**config.mk**
```make
export PLATFORM = sky130hd
export DESIGN_NAME = aud_serial_if
export DESIGN_NICKNAME = d
export VERILOG_FILES = /design/src/rtl/aud_serial_if.sv
export SDC_FILE = /design/constraint.sdc
export NUM_CORES = 1
export LEC_CHECK = 0
export BUFFER_PORTS_ARGS = -buffer_cell sky130_fd_sc_hd__buf_2
export CAP_MARGIN = 10
export CORE_MARGIN = 2
export CORE_UTILIZATION = 45
export DETAILED_ROUTE_END_ITERATION = 7
export PLACE_DENSITY = 0.7
export SLEW_MARGIN = 20
export SYNTH_ARGS = -nofsm -noshare
export SYNTH_HDL_FRONTEND = slang
export SYNTH_SLANG_ARGS = --single-unit
```
**constraint.sdc**
```tcl
create_clock -name clk -period 2.25 [get_ports clk]
set_clock_uncertainty 0.15 [all_clocks]
set_input_delay 0.45 -clock clk [delete_from_list [all_inputs] [get_ports clk]]
set_output_delay 0.45 -clock clk [all_outputs]
set_load 0.05 [all_outputs]
```
**src/rtl/aud_serial_if.sv**
```systemverilog
// I2S codec serial interface: ADC capture and DAC playback with the codec as bit-clock master.
// Define AUD_LOOPBACK_EN to route every captured ADC frame straight into the playback holding register.
module aud_serial_if #(
  parameter int WIDTH       = 16,
  parameter int SYNC_STAGES = 2
) (
  input  logic             clk,
  input  logic             reset,
  input  logic             enable,
  input  logic             aud_bclk,
  input  logic             aud_adclrck,
  input  logic             aud_adcdat,
  input  logic             aud_daclrck,
  output logic             aud_dacdat,
  output logic [WIDTH-1:0] adc_left,
  output logic [WIDTH-1:0] adc_right,
  output logic             adc_valid,
  input  logic [WIDTH-1:0] dac_left,
  input  logic [WIDTH-1:0] dac_right,
  input  logic             dac_valid,
  output logic             dac_ready,
  output logic             underrun,
  output logic             frame_err
);

  localparam int FW = $clog2(SYNC_STAGES + 2);
  localparam int CW = $clog2(WIDTH + 1);
  localparam logic [FW-1:0] FILL_DONE = FW'(SYNC_STAGES + 1);
  localparam logic [CW-1:0] CNT_FULL  = CW'(WIDTH);
  localparam logic [CW-1:0] CNT_LAST  = CW'(WIDTH - 1);

  typedef enum logic [2:0] {
    IDLE,
    WAIT_FRAME,
    DELAY,
    SHIFT,
    PAD
  } tx_state_e;

  // Codec pins in one bundle: {adcdat, daclrck, adclrck, bclk}
  logic [SYNC_STAGES-1:0][3:0] sync_q;
  logic [2:0]                  prev_q;
  logic [FW-1:0]               fill_q;
  logic [3:0]                  pins;
  logic [3:0]                  sync_o;
  logic                        live;
  logic                        bclk_rise;
  logic                        bclk_fall;
  logic                        adc_edge;
  logic                        dac_rise;
  logic                        dac_fall;
  logic                        adc_dat;

  assign pins   = {aud_adcdat, aud_daclrck, aud_adclrck, aud_bclk};
  assign sync_o = sync_q[SYNC_STAGES-1];

  always_ff @(posedge clk) begin
    if (reset) begin
      sync_q <= '0;
      prev_q <= '0;
      fill_q <= '0;
    end else begin
      sync_q <= {sync_q[SYNC_STAGES-2:0], pins};
      prev_q <= sync_o[2:0];
      if (fill_q != FILL_DONE) fill_q <= fill_q + FW'(1);
    end
  end

  // Edges are trusted only once the edge register holds a real pin level
  assign live      = (fill_q == FILL_DONE);
  assign bclk_rise = live & sync_o[0] & ~prev_q[0];
  assign bclk_fall = live & ~sync_o[0] & prev_q[0];
  assign adc_edge  = live & (sync_o[1] ^ prev_q[1]);
  assign dac_rise  = live & sync_o[2] & ~prev_q[2];
  assign dac_fall  = live & ~sync_o[2] & prev_q[2];
  assign adc_dat   = sync_o[3];

  logic             rx_armed_q, rx_armed_d;
  logic             rx_skip_q, rx_skip_d;
  logic [CW-1:0]    rx_cnt_q, rx_cnt_d;
  logic [WIDTH-1:0] rx_sr_q, rx_sr_d;
  logic             rx_chan_q, rx_chan_d;
  logic             left_ok_q, left_ok_d;
  logic [WIDTH-1:0] left_hold_q, left_hold_d;
  logic [WIDTH-1:0] adc_left_q, adc_left_d;
  logic [WIDTH-1:0] adc_right_q, adc_right_d;
  logic             adc_valid_q, adc_valid_d;
  logic             frame_err_q, frame_err_d;
  logic [WIDTH-1:0] rx_word;

  assign rx_word = {rx_sr_q[WIDTH-2:0], adc_dat};

  always_comb begin
    rx_armed_d  = rx_armed_q;
    rx_skip_d   = rx_skip_q;
    rx_cnt_d    = rx_cnt_q;
    rx_sr_d     = rx_sr_q;
    rx_chan_d   = rx_chan_q;
    left_ok_d   = left_ok_q;
    left_hold_d = left_hold_q;
    adc_left_d  = adc_left_q;
    adc_right_d = adc_right_q;
    adc_valid_d = 1'b0;
    frame_err_d = frame_err_q;
    if (!enable) begin
      rx_armed_d = 1'b0;
      rx_skip_d  = 1'b0;
      rx_cnt_d   = '0;
      left_ok_d  = 1'b0;
    end else if (adc_edge) begin
      if (rx_armed_q && rx_cnt_q != CNT_FULL) begin
        frame_err_d = 1'b1;
        left_ok_d   = 1'b0;
      end
      rx_armed_d = 1'b1;
      rx_skip_d  = 1'b1;
      rx_cnt_d   = '0;
      rx_chan_d  = sync_o[1];
      if (!sync_o[1]) left_ok_d = 1'b0;
    end else if (bclk_rise && rx_armed_q) begin
      if (rx_skip_q) begin
        rx_skip_d = 1'b0;
      end else if (rx_cnt_q != CNT_FULL) begin
        rx_sr_d  = rx_word;
        rx_cnt_d = rx_cnt_q + CW'(1);
        if (rx_cnt_q == CNT_LAST) begin
          if (!rx_chan_q) begin
            left_hold_d = rx_word;
            left_ok_d   = 1'b1;
          end else if (left_ok_q) begin
            adc_left_d  = left_hold_q;
            adc_right_d = rx_word;
            adc_valid_d = 1'b1;
            left_ok_d   = 1'b0;
          end
        end
      end
    end
  end

  always_ff @(posedge clk) begin
    if (reset) begin
      rx_armed_q  <= 1'b0;
      rx_skip_q   <= 1'b0;
      rx_cnt_q    <= '0;
      rx_sr_q     <= '0;
      rx_chan_q   <= 1'b0;
      left_ok_q   <= 1'b0;
      left_hold_q <= '0;
      adc_left_q  <= '0;
      adc_right_q <= '0;
      adc_valid_q <= 1'b0;
      frame_err_q <= 1'b0;
    end else begin
      rx_armed_q  <= rx_armed_d;
      rx_skip_q   <= rx_skip_d;
      rx_cnt_q    <= rx_cnt_d;
      rx_sr_q     <= rx_sr_d;
      rx_chan_q   <= rx_chan_d;
      left_ok_q   <= left_ok_d;
      left_hold_q <= left_hold_d;
      adc_left_q  <= adc_left_d;
      adc_right_q <= adc_right_d;
      adc_valid_q <= adc_valid_d;
      frame_err_q <= frame_err_d;
    end
  end

  tx_state_e        tx_state_q;
  logic [WIDTH-1:0] tx_word_q;
  logic [WIDTH-1:0] tx_right_q;
  logic [CW-1:0]    tx_cnt_q;
  logic             dacdat_q;
  logic             underrun_q;

  logic             hold_full_q, hold_full_d;
  logic [WIDTH-1:0] hold_l_q, hold_l_d;
  logic [WIDTH-1:0] hold_r_q, hold_r_d;
  logic             ready_q, ready_d;
  logic             frame_load;

  assign frame_load = enable & dac_fall & (tx_state_q != IDLE);

`ifdef AUD_LOOPBACK_EN
  logic unused_dac;
  assign unused_dac = ^{dac_valid, dac_left, dac_right};
`else
  logic xfer;
  assign xfer = dac_valid & dac_ready;
`endif

  // A frame load and a refill in the same cycle leave the register full
  always_comb begin
    hold_full_d = hold_full_q;
    hold_l_d    = hold_l_q;
    hold_r_d    = hold_r_q;
    if (!enable) begin
      hold_full_d = 1'b0;
      hold_l_d    = '0;
      hold_r_d    = '0;
    end else begin
      if (frame_load) hold_full_d = 1'b0;
`ifdef AUD_LOOPBACK_EN
      if (adc_valid_q) begin
        hold_full_d = 1'b1;
        hold_l_d    = adc_left_q;
        hold_r_d    = adc_right_q;
      end
`else
      if (xfer) begin
        hold_full_d = 1'b1;
        hold_l_d    = dac_left;
        hold_r_d    = dac_right;
      end
`endif
    end
`ifdef AUD_LOOPBACK_EN
    ready_d = 1'b0;
`else
    ready_d = ~hold_full_d;
`endif
  end

  always_ff @(posedge clk) begin
    if (reset) begin
      hold_full_q <= 1'b0;
      hold_l_q    <= '0;
      hold_r_q    <= '0;
      ready_q     <= 1'b0;
    end else begin
      hold_full_q <= hold_full_d;
      hold_l_q    <= hold_l_d;
      hold_r_q    <= hold_r_d;
      ready_q     <= ready_d;
    end
  end

  always_ff @(posedge clk) begin
    if (reset) begin
      tx_state_q <= IDLE;
      tx_word_q  <= '0;
      tx_right_q <= '0;
      tx_cnt_q   <= '0;
      dacdat_q   <= 1'b0;
      underrun_q <= 1'b0;
    end else begin
      underrun_q <= 1'b0;
      if (!enable) begin
        tx_state_q <= IDLE;
        tx_cnt_q   <= '0;
        dacdat_q   <= 1'b0;
      end else if (tx_state_q == IDLE) begin
        tx_state_q <= WAIT_FRAME;
      end else if (dac_fall) begin
        tx_state_q <= DELAY;
        tx_cnt_q   <= '0;
        dacdat_q   <= 1'b0;
        tx_word_q  <= hold_full_q ? hold_l_q : '0;
        tx_right_q <= hold_full_q ? hold_r_q : '0;
        underrun_q <= ~hold_full_q;
      end else if (dac_rise && tx_state_q != WAIT_FRAME) begin
        tx_state_q <= DELAY;
        tx_cnt_q   <= '0;
        dacdat_q   <= 1'b0;
        tx_word_q  <= tx_right_q;
      end else if (bclk_fall) begin
        unique case (tx_state_q)
          DELAY, SHIFT: begin
            if (tx_cnt_q != CNT_FULL) begin
              tx_state_q <= SHIFT;
              dacdat_q   <= tx_word_q[WIDTH-1];
              tx_word_q  <= tx_word_q << 1;
              tx_cnt_q   <= tx_cnt_q + CW'(1);
            end else begin
              tx_state_q <= PAD;
              dacdat_q   <= 1'b0;
            end
          end
          default: ;
        endcase
      end
    end
  end

  assign aud_dacdat = dacdat_q;
  assign adc_left   = adc_left_q;
  assign adc_right  = adc_right_q;
  assign adc_valid  = adc_valid_q;
  assign dac_ready  = ready_q & enable;
  assign underrun   = underrun_q;
  assign frame_err  = frame_err_q;

endmodule
```
==> out/summary.txt, run 1 <==
=================================================================================
Min Tclk post-route ................................................     2.123 ns
Top cell family by delay on the critical path ...................... simple AND/OR/NAND/NOR gates
Critical path, cell by cell ........................................ ha_1 > buf_4 > o31ai_1 > or3_1 > a2111o_1 > nand2_1
Average size of a mapped cell ......................................    9.350 µm²
Fin Setup TNS ......................................................         0 ns
Die footprint ......................................................    15890 µm²
Via count of the first global-routing pass .........................         4914
RSZ-0062 raised after global routing ...............................           no
Chip Height ........................................................     126.1 µm
Number of levels the H-tree was split into .........................            4
Total clock sinks ..................................................          163
CP peak stage delay ................................................      0.47 ns
Area delta synth->final ............................................       16.83%
DRC violation count after routing ..................................            0
Number of clock buffers inserted by TritonCTS ......................           17
First-iteration detailed-routing DRC count .........................          314
Leading cell type in the layout, fill and taps excluded ............ sky130_fd_sc_hd__dfxtp_1
Total global-route track usage .....................................       17.52%
Post-synth EDFFs ...................................................            0
Post-Syn Nets ......................................................          763
Final ANT Viol Nets ................................................            0
CP Launch Type .....................................................    flip-flop
Maximum fanout count along the critical path .......................           10
Final setup violation count ........................................            0
Worst reg2reg startpoint ...........................................    fill_q[0]
Number of iterations in the first detailed-routing pass ............            4
Power per Cell Area ................................................ 753.3 nW/µm²
Category of the worst setup path capture point .....................    flip-flop
Critical Path AT ...................................................      2.33 ns
Worst min-delay path category ......................................    in -> reg
FFs w/ async S/R, synth ............................................           0%
Pre-CTS setup slack ................................................    0.1269 ns
Least-Margin Pin Slew ..............................................    0.6687 ns
Fin area ...........................................................     7833 µm²
Leakage power ......................................................     3.272 nW
Via total after detailed routing ...................................         5057
# port buffers .....................................................           76
Top flip-flop cell by instance count after synthesis ............... sky130_fd_sc_hd__dfxtp_1
Worst voltage drop across the vdd grid .............................     556.1 µV
Pin count of the biggest net entering global routing ...............           74
Sequential share of the synthesized area ...........................       48.67%
Origin of the worst min-delay path .................................  aud_daclrck
Worst slew slack as a fraction of its limit ........................       55.08%
Register clock-pin slew on the reported worst setup and hold paths .      0.06 ns
CP max-delay cell .................................................. sky130_fd_sc_hd__or3_1
Clock root buffer .................................................. sky130_fd_sc_hd__clkbuf_16
Final worst slack ..................................................    0.1267 ns
Data required time at the worst endpoint ...........................      2.46 ns
Maximum clock insertion buffer count ...............................            2
Final max-slew violation count .....................................            0
Initial antenna violation count ....................................            0
Final clock period utilization by the worst path ...................       94.37%
Post-synthesis cell type count .....................................           50
Fraction of final layout cells sized beyond drive strength 1 .......       15.97%
Half-perimeter wire length of the detailed placement result ........      9302 µm
Mean routed wirelength per cell ....................................     14.05 µm
Yosys reg bits .....................................................          163
Detail-routed via count per cell ...................................        5.197
Effective utilization at floorplan .................................       46.13%
First-pass GRT wire length .........................................     22800 µm
Syn. warnings ......................................................            0
Final count of hold timing violations ..............................            0
Synthesized cell area ..............................................     6704 µm²
Std cell rows ......................................................           44
Placed instance count ..............................................          942
Wire length reported by the detailed router ........................     13670 µm
CTS tree ...........................................................        built
Post-route insts no fill ...........................................          973
Highest-count cells in the layout ignoring fill and taps ........... 163 x sky130_fd_sc_hd__dfxtp_1, 106 x sky130_fd_sc_hd__nand2_1, 82 x sky130_fd_sc_hd__nand2b_1, 82 x sky130_fd_sc_hd__mux2i_1, 76 x sky130_fd_sc_hd__buf_2
Cell count after synthesis .........................................          717
Max_cap viols ......................................................            0
Routability cong. ..................................................       0.8303
Final-stage net count ..............................................          824
Total power ........................................................     5.900 mW
X dimension of the die .............................................     126.1 µm
Critical path startpoint ...........................................    fill_q[0]
Final cell utilization of the core .................................       53.89%
Worst Setup Path Type ..............................................   reg -> reg
Standard cell area after detailed placement ........................     7264 µm²
Number of top-level pins ...........................................           77
Sum of buffers and inverters on the critical path ..................            1
Highest clock rate .................................................    471.0 MHz
Area of the core ...................................................    14530 µm²
Hold Slack .........................................................   0.09562 ns
Clock latency at the later pin of the worst-skew pair ..............      0.41 ns
Remaining global-route overflow ....................................            0
Outcome ............................................................ finished clean
# diodes ...........................................................            0
=================================================================================
==> logic make-up (layout without fill, tap and decap cells) <==
logic type               count (synthesis)  after routing  share of synthesized area [%]
flip-flops                             163            163                          48.67
adder cells (fa/ha/maj)                  6              6                          1.120
AND/OR/NAND/NOR                        291            291                          23.03
buffers and inverters                   62            134                          4.330
AO/OA/AOI/OAI                          106            106                          9.686
multiplexers                            82             82                          12.24
XOR/XNOR                                 7              7                         0.9145
==> registers in the layout, indices dropped and copies added, names as in the netlist, 5 cells and up <==
| register | cells |
|---|---|
| left_hold_q | 16 |
| tx_right_q | 16 |
| tx_cnt_q | 5 |
| adc_left | 16 |
| rx_sr_q | 15 |
| tx_word_q | 16 |
| adc_right | 16 |
| hold_r_q | 16 |
| hold_l_q | 16 |
| rx_cnt_q | 5 |
==> cell usage after synthesis (2+ instances only) <==
cell,instances,area (µm²)
sky130_fd_sc_hd__nand3_1,25,125.1
sky130_fd_sc_hd__or3_1,18,112.6
sky130_fd_sc_hd__ha_1,6,75.07
sky130_fd_sc_hd__nor4b_1,2,17.52
sky130_fd_sc_hd__nor2b_1,13,81.33
sky130_fd_sc_hd__a21oi_1,69,345.3
sky130_fd_sc_hd__xnor2_1,4,35.03
sky130_fd_sc_hd__a211oi_1,3,22.52
sky130_fd_sc_hd__nand2_1,106,397.9
sky130_fd_sc_hd__mux2i_1,82,820.8
sky130_fd_sc_hd__and3_1,4,25.02
sky130_fd_sc_hd__inv_1,10,37.54
sky130_fd_sc_hd__xor2_1,3,26.28
sky130_fd_sc_hd__clkbuf_1,34,127.6
sky130_fd_sc_hd__and3b_1,3,26.28
sky130_fd_sc_hd__o311ai_0,15,131.4
sky130_fd_sc_hd__o31ai_1,3,22.52
sky130_fd_sc_hd__and2_1,3,18.77
sky130_fd_sc_hd__o21ai_0,3,15.01
sky130_fd_sc_hd__buf_2,6,30.03
sky130_fd_sc_hd__buf_6,5,56.30
sky130_fd_sc_hd__dfxtp_1,163,3263
sky130_fd_sc_hd__nand3b_1,2,15.01
sky130_fd_sc_hd__nand2b_1,82,513.0
sky130_fd_sc_hd__a31oi_1,2,12.51
sky130_fd_sc_hd__nor2_1,19,71.32
sky130_fd_sc_hd__a2111o_1,2,22.52
sky130_fd_sc_hd__buf_1,3,11.26
sky130_fd_sc_hd__buf_4,3,22.52
sky130_fd_sc_hd__a21o_1,2,15.01
sky130_fd_sc_hd__nor3b_1,3,22.52
==> worst register-to-register path, delay by kind of cell, from the launching register on <==
kind / cells / cell delay, ns
flip-flops: 1 / 0.35
AND/OR/NAND/NOR: 2 / 0.55
buffers and inverters: 1 / 0.21
adder cells (fa/ha/maj): 1 / 0.28
AO/OA/AOI/OAI: 2 / 0.53
==> routing by layer <==
layer  vias up  track usage (%)  wire (µm)
met3        18            4.630        515
li1       2573                -          -
met1      2377            21.42       6262
met4         0            5.947        196
met2        89            29.95       6696
met5         -                0          0
==> power by group <==
| group | switching, mW | total, mW | internal, mW |
|---|---|---|---|
| Sequential | 0.0191 | 2.93 | 2.91 |
| Clock | 1.05 | 2.73 | 1.68 |
| Combinational | 0.136 | 0.242 | 0.106 |
| Total | 1.20 | 5.90 | 4.70 |
==> path summary, 6_finish.rpt <==
path / slack (ns) / end / cells after the start
worst max-delay path: 0.13 / tx_cnt_q[2] / 6
worst min register to register: 0.28 / sync_o[2] / 1
worst max register to register: 0.13 / tx_cnt_q[2] / 6
worst min-delay path: 0.1 / sync_q[2] / 2
==> final cells by class <==
type                       count  area, µm²
clock buffer                  25      475.5
fill                        1295       6701
sequential                   163       3263
timing repair buffer          94      590.6
inverter                      10      37.54
clock inverter                 5      77.57
tap                          184      230.2
multi-input combinational    492       3158
==> what timing repair did <==
item | CTS | global route
endpoints found under the setup margin | 0 | 38
setup buffers | 0 | 1
hold buffers | 0 | 0
gates resized for setup | 0 | 2
Power figures use the tool's default switching activity.
==> inputs of run 2 (changes only) <==
- CORE_UTILIZATION: 45 -> 38
- PLACE_DENSITY: 0.7 -> 0.62
==> out/summary.txt, run 2 (synthesis gave the netlist of run 1 again) <==
=================================================================================
Outcome ............................................................ finished clean
Number of gates given a new drive strength after cts ...............            0   unchanged
Highest clock rate .................................................    479.4 MHz   +1.8%
Initial antenna violation count ....................................            0   unchanged
Detail-routed via count per cell ...................................        4.917   -5.4%
Final clock period utilization by the worst path ...................       92.71%   -1.7 points
Wire length reported by the detailed router ........................     13260 µm   -3.0%
Max_cap viols ......................................................            0   unchanged
Effective utilization at floorplan .................................       38.76%   -7.4 points
Hold Crit Depth ....................................................            2   unchanged
Post-CTS repair timing setup buffer count ..........................            0   unchanged
Total global-route track usage .....................................       14.76%   -2.8 points
DRC violation count after routing ..................................            0   unchanged
Via count of the first global-routing pass .........................         4543   -7.5%
CTS tree ...........................................................        built
Final cell utilization of the core .................................       45.90%   -8.0 points
Final setup violation count ........................................            0   unchanged
Data required time at the worst endpoint ...........................      2.46 ns   about the same
Maximum clock insertion buffer count ...............................            2   unchanged
Filler cell count in the final layout ..............................         1715   +32%
Final count of hold timing violations ..............................            0   unchanged
Chip Height ........................................................     136.8 µm   +8.5%
# port buffers .....................................................           76   unchanged
Reg2reg path depth .................................................            8   +2
Fin Setup TNS ......................................................         0 ns   unchanged
Area delta synth->final ............................................       18.42%
Maximum fanout count along the critical path .......................           34   +24
# diodes ...........................................................            0   unchanged
Routability cong. ..................................................       0.7656   -7.8%
Std cell rows ......................................................           48   +9.1%
Die footprint ......................................................    18720 µm²   +18%
Number of iterations in the first detailed-routing pass ............            5   +1
Area of the core ...................................................    17300 µm²   +19%
Fraction of final layout cells sized beyond drive strength 1 .......       17.13%   +1.2 points
Worst slew slack as a fraction of its limit ........................       59.06%   +4.0 points
Final max-slew violation count .....................................            0   unchanged
First-iteration detailed-routing DRC count .........................          254   -19%
Remaining global-route overflow ....................................            0   unchanged
Area of the multi-input gates ......................................     3151 µm²   -0.24%
Sequential cell area in the final layout ...........................     3263 µm²   unchanged
Clock latency at the later pin of the worst-skew pair ..............      0.43 ns   +0.02 ns
Via total after detailed routing ...................................         5010   -0.93%
Highest-count cells in the layout ignoring fill and taps ........... 163 x sky130_fd_sc_hd__dfxtp_1, 106 x sky130_fd_sc_hd__nand2_1, 82 x sky130_fd_sc_hd__nand2b_1, 82 x sky130_fd_sc_hd__mux2i_1, 75 x sky130_fd_sc_hd__buf_2
Worst Setup Path Type ..............................................   reg -> reg
Number of clock buffers inserted by TritonCTS ......................           17   unchanged
Critical Path AT ...................................................      2.29 ns   -0.04 ns
RSZ-0062 raised after global routing ...............................           no
Placed instance count ..............................................          987   +4.8%
Final-stage net count ..............................................          827   +0.36%
Hold Buf Count CTS .................................................            0   unchanged
Worst voltage drop across the vdd grid .............................     548.9 µV   -1.3%
Worst min-delay path category ......................................    in -> reg
Register clock-pin slew on the reported worst setup and hold paths .      0.07 ns   about the same
Least-Margin Pin Slew ..............................................    0.6094 ns   -0.05933 ns
Leading cell type in the layout, fill and taps excluded ............ sky130_fd_sc_hd__dfxtp_1
Mean routed wirelength per cell ....................................     13.01 µm   -7.4%
Power per Cell Area ................................................ 746.5 nW/µm²   -0.91%
Number of top-level pins ...........................................           77   unchanged
Total clock sinks ..................................................          163   unchanged
Post-route insts no fill ...........................................         1019   +4.7%
Clock root buffer .................................................. sky130_fd_sc_hd__clkbuf_16
CP Launch Type .....................................................    flip-flop
Half-perimeter wire length of the detailed placement result ........      8706 µm   -6.4%
First-pass GRT wire length .........................................     22050 µm   -3.3%
Leakage power ......................................................     3.295 nW   +0.69%
Pin count of the biggest net entering global routing ...............           74   unchanged
X dimension of the die .............................................     136.8 µm   +8.5%
Category of the worst setup path capture point .....................    flip-flop
Number of levels the H-tree was split into .........................            4   unchanged
Min Tclk post-route ................................................     2.086 ns   -0.03727 ns
Final ANT Viol Nets ................................................            0   unchanged
=================================================================================
[run 2: cell types whose count changed in the layout (fill, tap and decap cells not counted), moves of 2 or more]
cell | previous run | this run
sky130_fd_sc_hd__buf_12 | 6 | 8
sky130_fd_sc_hd__buf_4 | 12 | 14
sky130_fd_sc_hd__bufinv_16 | 2 | 0
sky130_fd_sc_hd__clkbuf_1 | 6 | 0
sky130_fd_sc_hd__clkbuf_8 | 2 | 0
sky130_fd_sc_hd__clkinv_2 | 2 | 0
sky130_fd_sc_hd__clkinvlp_4 | 1 | 5
sky130_fd_sc_hd__inv_6 | 0 | 3
sky130_fd_sc_hd__inv_8 | 0 | 6
[run 2: layout make-up]
| cell class | count | share of cell area, % |
|---|---|---|
| multi-input cells | 492 | 39.68 |
| flip-flops and latches | 163 | 41.10 |
| repair buffers | 97 | 8.069 |
| inverters | 10 | 0.4728 |
| clock inverters | 15 | 1.765 |
| well taps | 225 | 3.546 |
| clock buffers | 17 | 5.359 |
[run 2: worst paths after layout]
kind                                  start             to  slack [ns]
worst min-delay path            aud_adclrck      sync_q[1]        0.08
worst max register to register    fill_q[0]  tx_right_q[3]        0.16
worst min register to register    sync_q[2]      sync_o[2]        0.29
worst max-delay path              fill_q[0]  tx_right_q[3]        0.16
[run 2: stage by stage]
stage | power (mW) | cell area (µm²) | hold slack, ns | setup slack [ns]
floorplan | 3.150 | 6704 | 0.2638 | 0.2546
global placement | 3.243 | 7373 | 0.2687 | 0.2264
detailed placement | 3.246 | 7373 | 0.2704 | 0.1725
CTS | 6.010 | 7939 | 0.06122 | 0.1588
global route | 6.158 | 7939 | 0.08972 | 0.02980
finish | 5.926 | 7939 | 0.08239 | 0.1640
[run 2: metal layers]
metal / wire [µm] / GRT usage (%) / vias up / share of wire (%)
met4: 159 / 5.556 / 0 / 1.2
met5: 0 / 0 / - / 0
met1: 6615 / 19.92 / 2323 / 50
li1: - / - / 2581 / -
met3: 543 / 3.889 / 14 / 4.1
met2: 5940 / 22.64 / 92 / 45
[run 2: power breakdown]
group | leakage [nW] | internal, mW | switching (mW)
Combinational | 1.71 | 0.110 | 0.139
Sequential | 1.32 | 2.91 | 0.0162
Clock | 0.264 | 1.47 | 1.28
Total | 3.29 | 4.49 | 1.44
[run 2: worst max-delay path: stages (launching register included)]
cell,delay [ns]
sky130_fd_sc_hd__dfxtp_1,0.36
sky130_fd_sc_hd__ha_1,0.27
sky130_fd_sc_hd__buf_4,0.21
sky130_fd_sc_hd__and3b_1,0.22
sky130_fd_sc_hd__buf_12,0.18
sky130_fd_sc_hd__and3_1,0.17
sky130_fd_sc_hd__buf_4,0.20
sky130_fd_sc_hd__nand3_1,0.11
sky130_fd_sc_hd__a21oi_1,0.14
==> inputs of run 3 (changes only) <==
--- a/config.mk
+++ b/config.mk
@@ -7,5 +7,5 @@
 export LEC_CHECK = 0
 export BUFFER_PORTS_ARGS = -buffer_cell sky130_fd_sc_hd__buf_2
-export CAP_MARGIN = 10
+export CAP_MARGIN = 5
 export CORE_MARGIN = 2
 export CORE_UTILIZATION = 38
==> constraint.sdc (replaced) <==
create_clock -name clk -period 2.25 [get_ports clk]
set_clock_uncertainty 0.15 [all_clocks]
set_input_delay 0.3375 -clock clk [delete_from_list [all_inputs] [get_ports clk]]
set_output_delay 0.3375 -clock clk [all_outputs]
set_load 0.05 [all_outputs]
==> out/summary.txt, run 3 (synthesis gave the netlist of run 1 again) <==
=================================================================================
Outcome ............................................................ finished clean
Most used routing layer in global routing ..........................         met2
Total internal power ...............................................     4.579 mW   +2.0%
Worst voltage drop across the vdd grid .............................     544.2 µV   -0.87%
First-iteration detailed-routing DRC count .........................          290   +14%
Fraction of final layout cells sized beyond drive strength 1 .......       16.48%   -0.64 points
Max_cap viols ......................................................            0   unchanged
Total clock sinks ..................................................          163   unchanged
Final setup violation count ........................................            0   unchanged
Final clock period utilization by the worst path ...................       90.90%   -1.8 points
CP Launch Type .....................................................    flip-flop
Post-CTS repair timing setup buffer count ..........................            0   unchanged
Clock root buffer .................................................. sky130_fd_sc_hd__clkbuf_16
Maximum fanout count along the critical path .......................           16   -53%
Leakage power ......................................................     3.430 nW   +4.1%
Highest-count cells in the layout ignoring fill and taps ........... 163 x sky130_fd_sc_hd__dfxtp_1, 106 x sky130_fd_sc_hd__nand2_1, 82 x sky130_fd_sc_hd__nand2b_1, 82 x sky130_fd_sc_hd__mux2i_1, 75 x sky130_fd_sc_hd__buf_2
Critical Path AT ...................................................      2.25 ns   -0.04 ns
RSZ-0062 raised after global routing ...............................           no
Final max-slew violation count .....................................            0   unchanged
Die footprint ......................................................    18720 µm²   unchanged
CTS tree ...........................................................        built
Detail-routed via count per cell ...................................        4.767   -3.0%
Register clock-pin slew on the reported worst setup and hold paths .      0.06 ns   about the same
Least-Margin Pin Slew ..............................................    0.5740 ns   -0.03542 ns
Filler cell count in the final layout ..............................         1676   -2.3%
Via count of the first global-routing pass .........................         4726   +4.0%
X dimension of the die .............................................     136.8 µm   unchanged
Share of power burned in combinational logic .......................         4.9%   +0.7 points
Placed instance count ..............................................          986   -0.10%
Final-stage net count ..............................................          858   +3.7%
GR Util met1 .......................................................       20.35%   +0.42 points
Number of iterations in the first detailed-routing pass ............            5   unchanged
Remaining global-route overflow ....................................            0   unchanged
Initial antenna violation count ....................................            0   unchanged
Highest clock rate .................................................    489.0 MHz   +2.0%
Share of power burned in registers .................................        49.1%   -0.3 points
Power per Cell Area ................................................ 722.5 nW/µm²   -3.2%
Fin Setup TNS ......................................................         0 ns   unchanged
Std cell rows ......................................................           48   unchanged
Min Tclk post-route ................................................     2.045 ns   -0.04086 ns
Final ANT Viol Nets ................................................            0   unchanged
Data required time at the worst endpoint ...........................      2.45 ns   about the same
First-pass GRT wire length .........................................     23080 µm   +4.7%
Final count of hold timing violations ..............................            0   unchanged
# diodes ...........................................................            0   unchanged
DRC violation count after routing ..................................            0   unchanged
Effective utilization at floorplan .................................       38.76%   unchanged
Grt met2 use .......................................................       24.56%   +1.9 points
Area delta synth->final ............................................       23.03%
Switching component of the power ...................................     1.380 mW   -4.1%
Total global-route track usage .....................................       15.42%   +0.66 points
Routability cong. ..................................................       0.7682   +0.34%
Post-route insts no fill ...........................................         1050   +3.0%
Half-perimeter wire length of the detailed placement result ........      8522 µm   -2.1%
Pin count of the biggest net entering global routing ...............           75   +1.4%
Met3 track utilization from global routing .........................       3.741%   -0.15 points
Share of total power consumed by net switching .....................       23.16%   -1.1 points
Via total after detailed routing ...................................         5005   -0.10%
Mean routed wirelength per cell ....................................     13.04 µm   +0.18%
Category of the worst setup path capture point .....................    flip-flop
Number of top-level pins ...........................................           77   unchanged
# port buffers .....................................................           76   unchanged
Wire length reported by the detailed router ........................     13690 µm   +3.2%
Worst min-delay path category ......................................    in -> reg
Worst slew slack as a fraction of its limit ........................       61.44%   +2.4 points
Chip Height ........................................................     136.8 µm   unchanged
Leading cell type in the layout, fill and taps excluded ............ sky130_fd_sc_hd__dfxtp_1
Maximum clock insertion buffer count ...............................            2   unchanged
Number of clock buffers inserted by TritonCTS ......................           17   unchanged
Portion of total power attributed to the clock network .............        46.0%   -0.4 points
Clock latency at the later pin of the worst-skew pair ..............      0.43 ns   about the same
Worst Setup Path Type ..............................................   reg -> reg
Number of levels the H-tree was split into .........................            4   unchanged
Area of the core ...................................................    17300 µm²   unchanged
=================================================================================
run 3: changes by cell type in the layout (fill, tap and decap cells not counted), moves of 2 or more:
cell	previous run	this run
sky130_fd_sc_hd__clkbuf_8	0	3
sky130_fd_sc_hd__clkinvlp_4	5	1
sky130_fd_sc_hd__clkinv_4	1	5
sky130_fd_sc_hd__clkinv_2	0	2
sky130_fd_sc_hd__dlygate4sd3_1	0	32
sky130_fd_sc_hd__inv_8	6	1
run 3: path summary, 6_finish.rpt:
path | from | to | slack [ns] | cells after the start
setup reg to reg | fill_q[0] | left_hold_q[2] | 0.20 | 6
hold / removal | dac_left[15] | hold_l_q[15] | 0.02 | 3
setup / recovery | fill_q[0] | left_hold_q[2] | 0.20 | 6
hold reg to reg | sync_q[1] | sync_o[1] | 0.28 | 1
run 3: power by group through the flow:
| stage | Clock (mW) | Sequential (mW) | Combinational (mW) |
|---|---|---|---|
| floorplan | 0 | 2.99 | 0.161 |
| global placement | 0 | 2.99 | 0.248 |
| detailed placement | 0 | 2.99 | 0.249 |
| CTS | 2.81 | 2.93 | 0.291 |
| global route | 2.95 | 2.93 | 0.323 |
| finish | 2.74 | 2.93 | 0.291 |
run 3: final cells by class:
cell class	instances	area (µm²)	area share (%)
clock inverters	12	98.84	1.198
multi-input cells	492	3159	38.30
inverters	10	37.54	0.4551
clock buffers	20	466.7	5.658
repair buffers	128	940.9	11.41
well taps	225	281.5	3.413
flip-flops and latches	163	3263	39.56
run 3: metal layers:
layer	part of all wire, %	vias up	wire (µm)
li1	-	2647	-
met1	51	2267	6935
met2	45	77	6113
met3	3.4	14	462
met4	1.3	0	176
met5	0	-	0
run 3: timing repair:
item	in CTS	in global routing
hold buffers	32	0
endpoints found under the setup margin	0	48
hold endpoints to repair	32	0
resized for setup	0	2
run 3: through the flow:
step	area, µm²	power, mW	hold slack, ns	setup WS, ns	utilization [%]
after detailed placement	7353	3.242	0.2712	0.07660	42.51
after global placement	7353	3.241	0.2673	0.1502	42.51
after global routing	8248	6.207	0.01570	0.05591	47.69
final	8248	5.959	0.02315	0.2049	47.69
after floorplan	6704	3.150	0.2638	0.2546	-
after CTS	8239	6.031	0.006277	0.05423	47.63
run 3: critical path: stages (launching register included):
cell,delay (ns)
sky130_fd_sc_hd__dfxtp_1,0.35
sky130_fd_sc_hd__ha_2,0.30
sky130_fd_sc_hd__nand4b_2,0.24
sky130_fd_sc_hd__nor3b_4,0.32
sky130_fd_sc_hd__and3b_1,0.24
sky130_fd_sc_hd__buf_12,0.18
sky130_fd_sc_hd__mux2i_1,0.20
